### src/rtl/bus_slave_sel_pkg.sv
// Shared types and defaults for the latched slave-select decoder.
package bus_slave_sel_pkg;

  typedef enum logic [1:0] {
    ST_IDLE   = 2'd0,
    ST_ACCESS = 2'd1,
    ST_ERROR  = 2'd2
  } state_e;

  localparam logic ERR_UNMAPPED = 1'b0;
  localparam logic ERR_TIMEOUT  = 1'b1;

  localparam int unsigned DEF_NUM_SLAVES = 8;
  localparam int unsigned DEF_ADDR_W     = 30;
  localparam int unsigned DEF_IDX_W      = 3;
  localparam int unsigned DEF_DATA_W     = 32;
  localparam int unsigned DEF_TIMEOUT    = 16;
  localparam int unsigned DEF_CNT_W      = 8;

endpackage

### src/rtl/bus_slave_sel_if.sv
// Master-side bus, per-slave selects/returns and error log of the slave-select decoder.
interface bus_slave_sel_if #(
  parameter int unsigned NUM_SLAVES = bus_slave_sel_pkg::DEF_NUM_SLAVES,
  parameter int unsigned ADDR_W     = bus_slave_sel_pkg::DEF_ADDR_W,
  parameter int unsigned DATA_W     = bus_slave_sel_pkg::DEF_DATA_W
);
  logic [ADDR_W-1:0]            s_addr;
  logic                         s_as_;
  logic [NUM_SLAVES-1:0]        cs_;
  logic [NUM_SLAVES*DATA_W-1:0] sl_rd_data;
  logic [NUM_SLAVES-1:0]        sl_rdy_;
  logic [DATA_W-1:0]            m_rd_data;
  logic                         m_rdy_;
  logic                         m_err;
  logic                         busy;
  logic                         err_clr;
  logic                         err_valid;
  logic                         err_type;
  logic [ADDR_W-1:0]            err_addr;

  modport slave (
    input  s_addr, s_as_, sl_rd_data, sl_rdy_, err_clr,
    output cs_, m_rd_data, m_rdy_, m_err, busy, err_valid, err_type, err_addr
  );

  modport master (
    output s_addr, s_as_, sl_rd_data, sl_rdy_, err_clr,
    input  cs_, m_rd_data, m_rdy_, m_err, busy, err_valid, err_type, err_addr
  );
endinterface

### src/rtl/bus_slave_sel_watchdog.sv
// Saturating access-cycle counter; flags expiry when the count reaches LIMIT-1 (LIMIT=0 disables).
module bus_slave_sel_watchdog #(
  parameter int unsigned CNT_W = 8,
  parameter int unsigned LIMIT = 16
) (
  input  logic clk,
  input  logic reset_,
  input  logic clr,
  input  logic inc,
  output logic expired_c
);
  localparam logic [CNT_W-1:0] SAT = (LIMIT == 0) ? {CNT_W{1'b1}} : CNT_W'(LIMIT - 1);

  logic [CNT_W-1:0] cnt_q, cnt_d;

  always_comb begin
    cnt_d = cnt_q;
    if (clr) begin
      cnt_d = '0;
    end else if (inc && (cnt_q != SAT)) begin
      cnt_d = cnt_q + CNT_W'(1);
    end
  end

  always_ff @(posedge clk or negedge reset_) begin
    if (!reset_) cnt_q <= '0;
    else         cnt_q <= cnt_d;
  end

  assign expired_c = (LIMIT != 0) && (cnt_q == SAT);
endmodule

### src/rtl/bus_slave_sel.sv
// Latches the slave index per transaction, drives chip selects, returns the selected
// slave's data/ready, and reports unmapped-index and watchdog errors with a sticky log.
module bus_slave_sel
  import bus_slave_sel_pkg::*;
#(
  parameter int unsigned NUM_SLAVES = DEF_NUM_SLAVES,
  parameter int unsigned ADDR_W     = DEF_ADDR_W,
  parameter int unsigned IDX_W      = DEF_IDX_W,
  parameter int unsigned DATA_W     = DEF_DATA_W,
  parameter int unsigned TIMEOUT    = DEF_TIMEOUT,
  parameter int unsigned CNT_W      = DEF_CNT_W
) (
  input logic            clk,
  input logic            reset_,
  bus_slave_sel_if.slave bus
);
  state_e             state_q, state_d;
  logic [IDX_W-1:0]   idx_q, idx_d;
  logic               err_valid_q, err_valid_d;
  logic               err_type_q, err_type_d;
  logic [ADDR_W-1:0]  err_addr_q, err_addr_d;

  logic [IDX_W-1:0]      idx_field_c;
  logic [NUM_SLAVES-1:0] hit_c, rdy_hit_c;
  logic [DATA_W-1:0]     data_hit_c [NUM_SLAVES];
  logic [DATA_W-1:0]     sel_data_c;
  logic                  sel_rdy_c;
  logic                  wd_clr_c, wd_inc_c, wd_expired_c;
  logic                  log_err_c, log_type_c;

  assign idx_field_c = bus.s_addr[ADDR_W-1 -: IDX_W];

  // AND-OR mux: only the latched slave, and only while it is ready, reaches the master.
  for (genvar i = 0; i < NUM_SLAVES; i++) begin : g_sel
    assign hit_c[i]      = (idx_q == IDX_W'(i));
    assign rdy_hit_c[i]  = hit_c[i] & ~bus.sl_rdy_[i];
    assign data_hit_c[i] = rdy_hit_c[i] ? bus.sl_rd_data[i*DATA_W +: DATA_W] : '0;
  end

  always_comb begin
    sel_data_c = '0;
    for (int unsigned i = 0; i < NUM_SLAVES; i++) sel_data_c = sel_data_c | data_hit_c[i];
  end

  assign sel_rdy_c = |rdy_hit_c;
  assign wd_clr_c  = (state_q != ST_ACCESS);
  assign wd_inc_c  = (state_q == ST_ACCESS) && !sel_rdy_c;

  bus_slave_sel_watchdog #(
    .CNT_W (CNT_W),
    .LIMIT (TIMEOUT)
  ) u_watchdog (
    .clk       (clk),
    .reset_    (reset_),
    .clr       (wd_clr_c),
    .inc       (wd_inc_c),
    .expired_c (wd_expired_c)
  );

  always_comb begin
    state_d       = state_q;
    idx_d         = idx_q;
    err_valid_d   = err_valid_q;
    err_type_d    = err_type_q;
    err_addr_d    = err_addr_q;
    log_err_c     = 1'b0;
    log_type_c    = ERR_UNMAPPED;
    bus.cs_       = '1;
    bus.m_rdy_    = 1'b1;
    bus.m_err     = 1'b0;
    bus.m_rd_data = '0;
    bus.busy      = 1'b0;

    case (state_q)
      ST_IDLE: begin
        if (!bus.s_as_) begin
          idx_d = idx_field_c;
          if (32'(idx_field_c) < NUM_SLAVES) begin
            state_d = ST_ACCESS;
          end else begin
            state_d   = ST_ERROR;
            log_err_c = 1'b1;
          end
        end
      end
      ST_ACCESS: begin
        bus.busy      = 1'b1;
        bus.cs_       = ~hit_c;
        bus.m_rdy_    = ~sel_rdy_c;
        bus.m_rd_data = sel_data_c;
        // Ready takes priority over an expiring watchdog in the same cycle.
        if (sel_rdy_c) begin
          state_d = ST_IDLE;
        end else if (wd_expired_c) begin
          state_d    = ST_ERROR;
          log_err_c  = 1'b1;
          log_type_c = ERR_TIMEOUT;
        end
      end
      ST_ERROR: begin
        bus.busy   = 1'b1;
        bus.m_rdy_ = 1'b0;
        bus.m_err  = 1'b1;
        state_d    = ST_IDLE;
      end
      default: state_d = ST_IDLE;
    endcase

    if (bus.err_clr) begin
      err_valid_d = 1'b0;
      err_type_d  = 1'b0;
      err_addr_d  = '0;
    end
    // Keep the first error; a clear in the same cycle makes room for the new one.
    if (log_err_c && (!err_valid_q || bus.err_clr)) begin
      err_valid_d = 1'b1;
      err_type_d  = log_type_c;
      err_addr_d  = bus.s_addr;
    end
  end

  always_ff @(posedge clk or negedge reset_) begin
    if (!reset_) begin
      state_q     <= ST_IDLE;
      idx_q       <= '0;
      err_valid_q <= 1'b0;
      err_type_q  <= 1'b0;
      err_addr_q  <= '0;
    end else begin
      state_q     <= state_d;
      idx_q       <= idx_d;
      err_valid_q <= err_valid_d;
      err_type_q  <= err_type_d;
      err_addr_q  <= err_addr_d;
    end
  end

  assign bus.err_valid = err_valid_q;
  assign bus.err_type  = err_type_q;
  assign bus.err_addr  = err_addr_q;
endmodule

### src/flat_wrapper.sv
// flat-port wrapper written by rule: the top's interface ports become plain ports
module bus_slave_sel_flat import bus_slave_sel_pkg::*;
#(
  parameter int unsigned NUM_SLAVES = DEF_NUM_SLAVES,
  parameter int unsigned ADDR_W     = DEF_ADDR_W,
  parameter int unsigned IDX_W      = DEF_IDX_W,
  parameter int unsigned DATA_W     = DEF_DATA_W,
  parameter int unsigned TIMEOUT    = DEF_TIMEOUT,
  parameter int unsigned CNT_W      = DEF_CNT_W
)
  (clk, reset_, bus_s_addr, bus_s_as_, bus_sl_rd_data, bus_sl_rdy_, bus_err_clr, bus_cs_, bus_m_rd_data, bus_m_rdy_, bus_m_err, bus_busy, bus_err_valid, bus_err_type, bus_err_addr);
  bus_slave_sel_if #(.NUM_SLAVES(NUM_SLAVES), .ADDR_W(ADDR_W), .DATA_W(DATA_W)) bus_i ();
  input logic clk;
  input logic reset_;
  input wire logic [$bits(bus_i.s_addr)-1:0] bus_s_addr;
  input wire logic [$bits(bus_i.s_as_)-1:0] bus_s_as_;
  input wire logic [$bits(bus_i.sl_rd_data)-1:0] bus_sl_rd_data;
  input wire logic [$bits(bus_i.sl_rdy_)-1:0] bus_sl_rdy_;
  input wire logic [$bits(bus_i.err_clr)-1:0] bus_err_clr;
  output wire logic [$bits(bus_i.cs_)-1:0] bus_cs_;
  output wire logic [$bits(bus_i.m_rd_data)-1:0] bus_m_rd_data;
  output wire logic [$bits(bus_i.m_rdy_)-1:0] bus_m_rdy_;
  output wire logic [$bits(bus_i.m_err)-1:0] bus_m_err;
  output wire logic [$bits(bus_i.busy)-1:0] bus_busy;
  output wire logic [$bits(bus_i.err_valid)-1:0] bus_err_valid;
  output wire logic [$bits(bus_i.err_type)-1:0] bus_err_type;
  output wire logic [$bits(bus_i.err_addr)-1:0] bus_err_addr;
  assign bus_i.s_addr = bus_s_addr;
  assign bus_i.s_as_ = bus_s_as_;
  assign bus_i.sl_rd_data = bus_sl_rd_data;
  assign bus_i.sl_rdy_ = bus_sl_rdy_;
  assign bus_i.err_clr = bus_err_clr;
  assign bus_cs_ = bus_i.cs_;
  assign bus_m_rd_data = bus_i.m_rd_data;
  assign bus_m_rdy_ = bus_i.m_rdy_;
  assign bus_m_err = bus_i.m_err;
  assign bus_busy = bus_i.busy;
  assign bus_err_valid = bus_i.err_valid;
  assign bus_err_type = bus_i.err_type;
  assign bus_err_addr = bus_i.err_addr;
  bus_slave_sel #(.NUM_SLAVES(NUM_SLAVES), .ADDR_W(ADDR_W), .IDX_W(IDX_W), .DATA_W(DATA_W), .TIMEOUT(TIMEOUT), .CNT_W(CNT_W)) u_core (.clk(clk), .reset_(reset_), .bus(bus_i));
endmodule
### config.mk
export PLATFORM = sky130hd
export DESIGN_NAME = bus_slave_sel_flat
export DESIGN_NICKNAME = d
export VERILOG_FILES = /design/src/rtl/bus_slave_sel_pkg.sv /design/src/rtl/bus_slave_sel_if.sv /design/src/rtl/bus_slave_sel_watchdog.sv /design/src/rtl/bus_slave_sel.sv /design/src/flat_wrapper.sv
export SDC_FILE = /design/constraint.sdc
export NUM_CORES = 1
export LEC_CHECK = 0
export ABC_CLOCK_PERIOD_IN_PS = 2200
export CORE_AREA = 8 8 138 140
export CTS_CLUSTER_SIZE = 12
export DETAILED_ROUTE_END_ITERATION = 6
export DIE_AREA = 0 0 146 148
export PLACE_DENSITY = 0.71
export SYNTH_ARGS = -nofsm -noshare
export SYNTH_HDL_FRONTEND = slang
export SYNTH_SLANG_ARGS = --single-unit
### constraint.sdc
create_clock -name clk -period 2.2 [get_ports clk]
set_input_delay 0.44 -clock clk [delete_from_list [all_inputs] [get_ports clk]]
set_output_delay 0.44 -clock clk [all_outputs]
set_load 0.1 [all_outputs]
==> flow_summary.json <==
{
  "status": "finished with violations",
  "failed_checks": "setup timing",
  "hpwlAfterDp_um": 21440,
  "grt_setup_unrepaired": "yes",
  "worstSetupEndpointType": "output pin",
  "ys_top_cells_by_area": "sky130_fd_sc_hd__dfrtp_1 (32%), sky130_fd_sc_hd__a22o_1 (16%), sky130_fd_sc_hd__a22oi_1 (14%), sky130_fd_sc_hd__a221oi_1 (8.2%), sky130_fd_sc_hd__a31oi_1 (5.9%)",
  "worst_slew_margin_rel_pct": 58.53,
  "numCtsBuffers": 5,
  "setup.worst_path.start_class": "flop",
  "synth-seq-cells": 44,
  "tritoncts": "done",
  "floorplan.die_area_um2": 21610,
  "globalRoute.totalOverflow": 0,
  "mappedNetlistNets": 663,
  "first_pass_iters": 5,
  "synthTopCellsByCount": "sky130_fd_sc_hd__a22oi_1 (64), sky130_fd_sc_hd__a22o_1 (62), sky130_fd_sc_hd__dfrtp_1 (44), sky130_fd_sc_hd__a221oi_1 (32), sky130_fd_sc_hd__a31oi_1 (32)",
  "tightest_slew_ps": 622.1,
  "ios": 373,
  "final.setup.worst_slack_ps": -462.3,
  "finalWorstPathRequiredPeriod_ps": 2662,
  "drtIter0Drc": 235,
  "post_cts_hold_buffer_count": 0,
  "source_to_sink_clock_delay_at_the_later_pin_of_the_worst_skew_pair_ps": 290,
  "power.density_cell_area_nw_per_um2": 996.0,
  "critical_path_arrival_ps": 2220,
  "fp-row-count": 48,
  "post-route-period-util_pct": 121.0,
  "die_width_um": 146,
  "n_fill_cell": 1321,
  "timing.critical_path.required_ps": 1760,
  "pin_count_of_the_biggest_net_entering_global_routing": 24,
  "synth_top_flop_cell": "sky130_fd_sc_hd__dfrtp_1",
  "clock_path_buffers": 2,
  "synth-edff-count": 0,
  "initial_antenna_violation_count": 7,
  "fin_nets": 1128,
  "synth-xor-area-share_pct": 0,
  "globalRouteTotalUtil_pct": 24.22,
  "maxClockFrequency_mhz": 375.6,
  "antenna_violating_nets_post_route": 0,
  "vdd.ir_drop.worst_uv": 1033,
  "post-layout-total-power_uw": 10400,
  "syn-mean-instance-area_um2": 9.455,
  "synth_top_family_by_area": "compound AO/OA/AOI/OAI gates",
  "finalWirelength_um": 28660,
  "synth.lib_cells_used.distinct": 41,
  "place.port_buffers": 372,
  "core_region_area_um2": 16940,
  "synth_fa_ha_area_share_pct": 1.466,
  "route.detailed.wl_per_inst_um": 27.07,
  "clk_pin_slew_ps": 60,
  "share_of_cells_above_drive_strength_1_pct": 40.75,
  "viasPerCell": 5.268,
  "cts_root_buffer": "sky130_fd_sc_hd__clkbuf_16",
  "yosys.area_share.simple_pct": 9.567,
  "compound_cell_area_share_of_the_yosys_netlist_pct": 46.22,
  "place.gp.congestion": 0.9244,
  "initial_utilization_pct": 20.15,
  "async_reset_ff_share_pct": 100.0,
  "placed_instance_area_um2": 9156,
  "synth.mux.area_fraction_pct": 3.629,
  "synth_most_common_cell": "sky130_fd_sc_hd__a22oi_1",
  "pre_cts_ws_ps": -680.5,
  "grt_pass1_wl_um": 39720,
  "synth_warnings": 0,
  "register_area_share_after_synthesis_pct": 32.26,
  "hold_slack_ps": 109.4,
  "synth_largest_type_area_fraction_pct": 32.26,
  "grt_pass1_vias": 6210,
  "static-leakage-power_uw": 0.004001,
  "cts-htree-levels": 2,
  "final_cell_area_um2": 10440,
  "dieHeight_um": 148,
  "setup_viol_count_final": 67,
  "setup_clock_skew_after_layout_ps": 7.159,
  "syn2layout_area_growth_pct": 205.9,
  "path_max_fanout": 7,
  "timing.hold.worst.class": "input pin to asynchronous set/reset pin",
  "drt_drc_violations_left": 0,
  "clock_sinks": 44,
  "synthDominantAreaCellType": "sky130_fd_sc_hd__dfrtp_1",
  "criticalPathCategory": "flop to output pin",
  "syn-cell-area_um2": 3413,
  "max_cap_viol_count": 0,
  "timing_hold_violations_final": 0,
  "vias": 5579,
  "slew_viol_final": 0,
  "netlist_instances": 361
}
==> final cells by class <==
type                            instances  area [um^2]  area share [%]
Timing Repair Buffer                  500         5692           54.51
Multi-Input combinational cell        270         3154           30.21
Sequential cell                        44         1105           10.58
Tap cell                              225        281.5           2.696
Clock buffer                            6        128.9           1.234
Clock inverter                          2        35.03          0.3355
Inverter                                5        28.78          0.2756
Antenna cell                            7        17.52          0.1677
==> critical path, stage by stage (launching register included) <==
cell and delay (ps):
sky130_fd_sc_hd__dfrtp_2 480, sky130_fd_sc_hd__buf_6 160, sky130_fd_sc_hd__nor4_4 350, sky130_fd_sc_hd__buf_4 190
sky130_fd_sc_hd__clkbuf_16 140, sky130_fd_sc_hd__a22o_1 140, sky130_fd_sc_hd__a221oi_2 60, sky130_fd_sc_hd__a31oi_4 210
sky130_fd_sc_hd__buf_12 190
==> routing by layer <==
layer  wire, um  global-route usage (%)  vias up  part of all wire [%]
li1           -                       -     2470                     -
met1      10790                   26.48     2695                    38
met2      14090                   42.42      337                    49
met3       2559                   7.765       71                   8.9
met4       1186                   10.56        6                   4.1
met5         43                       0        -                  0.15
==> sequential cells by signal, indices dropped and copies added, names as in the netlist <==
register / count
u_core.bus.err_valid: 1
u_core.u_watchdog.cnt_q: 8
u_core.bus.err_addr: 30
u_core.state_q: 2
u_core.idx_q: 3
==> final timing paths <==
| check | start | end | slack, ps | depth (start not counted) |
|---|---|---|---|---|
| hold / removal | reset_ | u_core.bus.err_addr[11] | 110 | 1 |
| setup reg to reg | u_core.idx_q[2] | u_core.bus.err_addr[24] | -170 | 10 |
| setup / recovery | u_core.idx_q[1] | bus_m_rd_data[15] | -460 | 8 |
| hold reg to reg | u_core.bus.err_addr[22] | u_core.bus.err_addr[22] | 510 | 1 |
| max in group asynchronous | reset_ | u_core.bus.err_addr[21] | 1530 | 2 |
| min in group clk | u_core.bus.err_addr[22] | u_core.bus.err_addr[22] | 510 | 1 |
==> power by group <==
part / internal, uW / leakage (uW) / total (uW) / switching [uW]
registers: 868 / 0.000602 / 975 / 107
logic: 3800 / 0.00332 / 8580 / 4780
clock network: 534 / 0.0000809 / 841 / 307
==> layout by cell type (no fill, tap or decap), drive strengths merged, types with 7 or more instances in the layout <==
master / Yosys / layout
mux2i: 9 / 9
buf: 23 / 197
diode: 0 / 7
a31oi: 33 / 33
a22o: 62 / 62
nand2: 21 / 21
clkbuf: 19 / 13
a221oi: 32 / 32
dfrtp: 44 / 44
a22oi: 64 / 64
clkdlybuf4s50: 0 / 290
==> cell families after synthesis <==
kind of cell             Yosys count
AO/OA/AOI/OAI                    200
AND/OR/NAND/NOR                   54
multiplexers                      12
flip-flops                        44
buffers and inverters             47
adder cells (fa/ha/maj)            4
==> stage by stage <==
step                TNS (ps)  cells  utilization [%]
floorplan              -7205    361                -
global placement      -29350    999            54.06
detailed placement    -31200    999            54.06
CTS                   -19570   1041            59.23
global route          -22630   1056            61.61
finish                -18020   1059            61.66
==> what timing repair did <==
action,CTS,global route
gates resized for setup,68,47
setup endpoints to repair,68,75
pin swaps,35,34
hold endpoints to repair,0,0
gates cloned,8,6
buffers inserted,31,20
No activity file was read; power rests on OpenSTA's default activity.
